--- config.mk ---
export PLATFORM = sky130hd
export DESIGN_NAME = mon_loop_detect
export DESIGN_NICKNAME = d
export VERILOG_FILES = /design/src/rtl/mon_loop_detect.sv
export SDC_FILE = /design/constraint.sdc
export NUM_CORES = 1
export LEC_CHECK = 0
export CORE_MARGIN = 1
export CORE_UTILIZATION = 50
export CTS_CLUSTER_SIZE = 24
export DETAILED_ROUTE_END_ITERATION = 10
export PLACE_DENSITY_LB_ADDON = 0.05
export SYNTH_ARGS = -nofsm -noshare
export SYNTH_HDL_FRONTEND = slang
export SYNTH_SLANG_ARGS = --single-unit
--- constraint.sdc ---
create_clock -name clk -period 2.5 [get_ports clk]
set_input_delay 0.625 -clock clk [delete_from_list [all_inputs] [get_ports clk]]
set_output_delay 0.625 -clock clk [all_outputs]
set_load 0.01 [all_outputs]
--- src/rtl/mon_loop_detect.sv ---
// mon_loop_detect: flags a core spinning on one PC.
// Keeps the last retired PC and a count of back-to-back repeats of it; the
// hang strobe fires on the retirement that makes LOOP_LIMIT identical
// retirements in a row. Cycles without a retirement leave the state alone.
module mon_loop_detect #(
  parameter int unsigned XLEN       = 32,
  parameter int unsigned LOOP_LIMIT = 16
) (
  input  logic            clk,
  input  logic            rst,
  input  logic            clr_i,
  input  logic            en_i,
  input  logic            pc_valid_i,
  input  logic [XLEN-1:0] pc_i,
  output logic            hang_o
);

  localparam int unsigned CW = $clog2(LOOP_LIMIT);
  localparam logic [CW-1:0] CNT_MAX = CW'(LOOP_LIMIT - 1);

  logic [XLEN-1:0] prev_q, prev_d;
  logic            prev_vld_q, prev_vld_d;
  logic [CW-1:0]   cnt_q, cnt_d;
  logic [CW-1:0]   cnt_inc;
  logic            same_pc;

  assign same_pc = pc_valid_i && prev_vld_q && (pc_i == prev_q);
  assign cnt_inc = cnt_q + CW'(1);
  // The saturated term only matters if the top were to stay in RUN past a hang.
  assign hang_o  = en_i && same_pc && ((cnt_inc == CNT_MAX) || (cnt_q == CNT_MAX));

  // Track previous PC and repeat count; cleared when a new run begins.
  always_comb begin
    prev_d     = prev_q;
    prev_vld_d = prev_vld_q;
    cnt_d      = cnt_q;
    if (clr_i) begin
      prev_d     = '0;
      prev_vld_d = 1'b0;
      cnt_d      = '0;
    end else if (en_i && pc_valid_i) begin
      prev_d     = pc_i;
      prev_vld_d = 1'b1;
      if (same_pc) begin
        cnt_d = (cnt_q == CNT_MAX) ? cnt_q : cnt_inc;
      end else begin
        cnt_d = '0;
      end
    end
  end

  // Detector state registers.
  always_ff @(posedge clk or posedge rst) begin
    if (rst) begin
      prev_q     <= '0;
      prev_vld_q <= 1'b0;
      cnt_q      <= '0;
    end else begin
      prev_q     <= prev_d;
      prev_vld_q <= prev_vld_d;
      cnt_q      <= cnt_d;
    end
  end

endmodule

==> out/results.tsv <==
metric	value	unit
maxSlewViolCount	0	
die_area	3920	um^2
root_buffer	clkbuf_4	
avgSynthCellArea	10.9	um^2
synthArstFlopShare	100	%
ys_seq_area_share	50.4	%
synth_most_common_cell	dfrtp_1	
yosys.area.top_type	dfrtp_1	
fin_crit_sh	107	%
worstSetupPathType	in -> out	
drt-pass1-iter-count	7	
r2r_slack	620	ps
area_delta_synth_final	34.1	%
holdPathStages	2	
gp_congestion	0.788	
numCtsBuffers	5	
routed_via_density	5.76	
grt_max_degree	38	
clk_latency	350	ps
tightest_slew	462	ps
synthFlopType	dfrtp_1	
setup_violations	1	
r2r_end	cnt_q[1]$_DFFE_PP0P_	
core_area	3420	um^2
die_h	62.6	um
clockBufferDepth	2	
grt_pass1_vias	1588	
io_pins	38	
endpoint_kind	output port	
ys_types	31	
status	finished with violations	
synth_nets	207	
grt_overflow	0	
placedCellCount	258	
max_stage_delay	330	ps
critPathSlowestCell	a2111oi_4	
path_buf_inv	2	
slew_headroom	69.2	%
startpoint	pc_i[9]	
vias	1532	
syn_inst	168	
drive_gt1_share	21.4	%
cp_cell_sequence	dlygate4sd2_1 -> nor2b_1 -> a2111oi_4 -> nand4_1 -> nor3_4 -> and3_4 -> buf_6	
fin_area	2460	um^2
place_area	2350	um^2
cts-htree-levels	2	
crit_family	simple AND/OR/NAND/NOR gates	
hold_class	in -> reg	
synth_area	1840	um^2
finalHoldViolations	0	
timing.rr.start	prev_q[9]$_DFFE_PP0P_	
grt_pass1_wl	7470	um
ctsHoldBuffers	0	
synth_edf_count	0	
peakVddDrop	0.341	mV
critPathMaxFanout	3	
synthTopCellsByCount	dfrtp_1, a22o_1, xor2_1	
maxCapViolCount	0	
tritoncts	done	
antenna_cells	0	
dp_hpwl	2850	um
p_leak	1.19	nW
r2r_cells	7	
io_buffers	37	
clkTransAtPathRegs	120	ps
fin_cells	266	
grt_usage	24.7	%
initial_core_util	53.8	%
synth_top_area_share	50.4	%
skew	10.7	ps
fmax	0.375	GHz
ant_nets	0	
grt_setup_unrepaired	true	
drc	0	
cp.arrival	2040	ps
wirelength	4380	um
layout_min_cycle_time	2660	ps
yosysWarnings	0	
numClockSinks	37	
required	1880	ps
worst_slack	-164	ps
pwr_density_cell	520	nW/um^2
worstSetupPathDepth	7	
nNetsFinal	258	
drtIter0Drc	89	
antenna_found_initial	0	
violations	setup timing	
worstSetupStartpointType	primary input	
ys_top_cells_by_area	dfrtp_1, a22o_1, xor2_1	
std_cell_rows	21	
die_width	62.6	um
cp-endpoint	hang_o	
ys_seq_elements	37	
wire_per_inst	16.5	um
## layer usage
layer / track usage, % / up-vias / wire length [um]
met4: 12.2 / 0 / 86
met1: 31.3 / 751 / 1840
met2: 40.6 / 58 / 2220
met3: 4.20 / 11 / 229
met5: 0 / - / 0
li1: - / 712 / -
## power by group
group / internal, W / switching [W]
sequential: 0.000623 / 0.0000201
clock: 0.000238 / 0.000212
combinational: 0.0000951 / 0.0000928
total: 0.000956 / 0.000325
## placed cells by master (no fill, tap or decap), types with 2 or more instances in the layout
cell type	netlist	layout
dfrtp_1	37	36
a22o_1	32	32
xor2_1	20	19
dlygate4sd2_1	0	18
buf_4	0	13
nand2_1	11	11
inv_1	9	8
clkdlybuf4s15_1	0	7
nor2_1	7	5
clkbuf_4	0	5
nor3_1	4	4
xnor2_1	6	4
nor2b_1	4	4
buf_2	0	4
nand3_1	3	3
nand4_1	3	3
nor4_2	0	3
clkdlybuf4s50_1	0	3
clkbuf_2	0	3
and2_1	2	2
nor2_2	0	2
xnor2_2	0	2
a31oi_1	2	2
o21ai_0	2	2
ha_1	2	2
## logic make-up after synthesis
kind of cell | after synthesis | synth area share [%]
XOR/XNOR | 26 | 12.4
AO/OA/AOI/OAI | 44 | 19.8
AND/OR/NAND/NOR | 44 | 13.0
buffers and inverters | 15 | 3.06
flip-flops | 37 | 50.4
adder cells (fa/ha/maj) | 2 | 1.36
## sequential cells by signal, summed over array words and instances, names as in the netlist
register    cells
prev_q         32
cnt_q           4
prev_vld_q      1
## stage by stage
step	total power, W	hold WS (ps)	util [%]	TNS, ps	worst slack [ps]
after floorplan	0.000735	463	-	0	97.2
after global placement	0.000835	485	68.7	-941	-909
after detailed placement	0.000842	497	68.7	-990	-906
after CTS	0.00128	516	71.0	-183	-183
after global routing	0.00133	522	72.2	-258	-258
final	0.00128	514	72.2	-164	-164
## worst min path at each step
stage / end / slack, ps / startpoint
after CTS: prev_q[31]$_DFFE_PP0P_ / 520 / pc_i[31]
after detailed placement: prev_vld_q$_DFFE_PP0P_ / 500 / prev_vld_q$_DFFE_PP0P_
after global routing: prev_q[29]$_DFFE_PP0P_ / 520 / pc_i[29]
final: prev_q[2]$_DFFE_PP0P_ / 510 / pc_i[2]
after floorplan: prev_vld_q$_DFFE_PP0P_ / 460 / prev_vld_q$_DFFE_PP0P_
after global placement: prev_vld_q$_DFFE_PP0P_ / 490 / prev_vld_q$_DFFE_PP0P_
## timing repair
item | in CTS | in global routing
pin swaps | 20 | 11
buffers inserted | 0 | 0
setup endpoints to repair | 1 | 1
gates resized for setup | 64 | 16
## cell type report
| cell class | count | area (um^2) |
|---|---|---|
| Sequential cell | 37 | 927 |
| Clock inverter | 2 | 37.5 |
| Clock buffer | 6 | 51.3 |
| Tap cell | 46 | 57.6 |
| Inverter | 9 | 33.8 |
| Multi-Input combinational cell | 116 | 945 |
| Timing Repair Buffer | 50 | 413 |
| Fill cell | 283 | 951 |
Power figures use the tool's default switching activity.
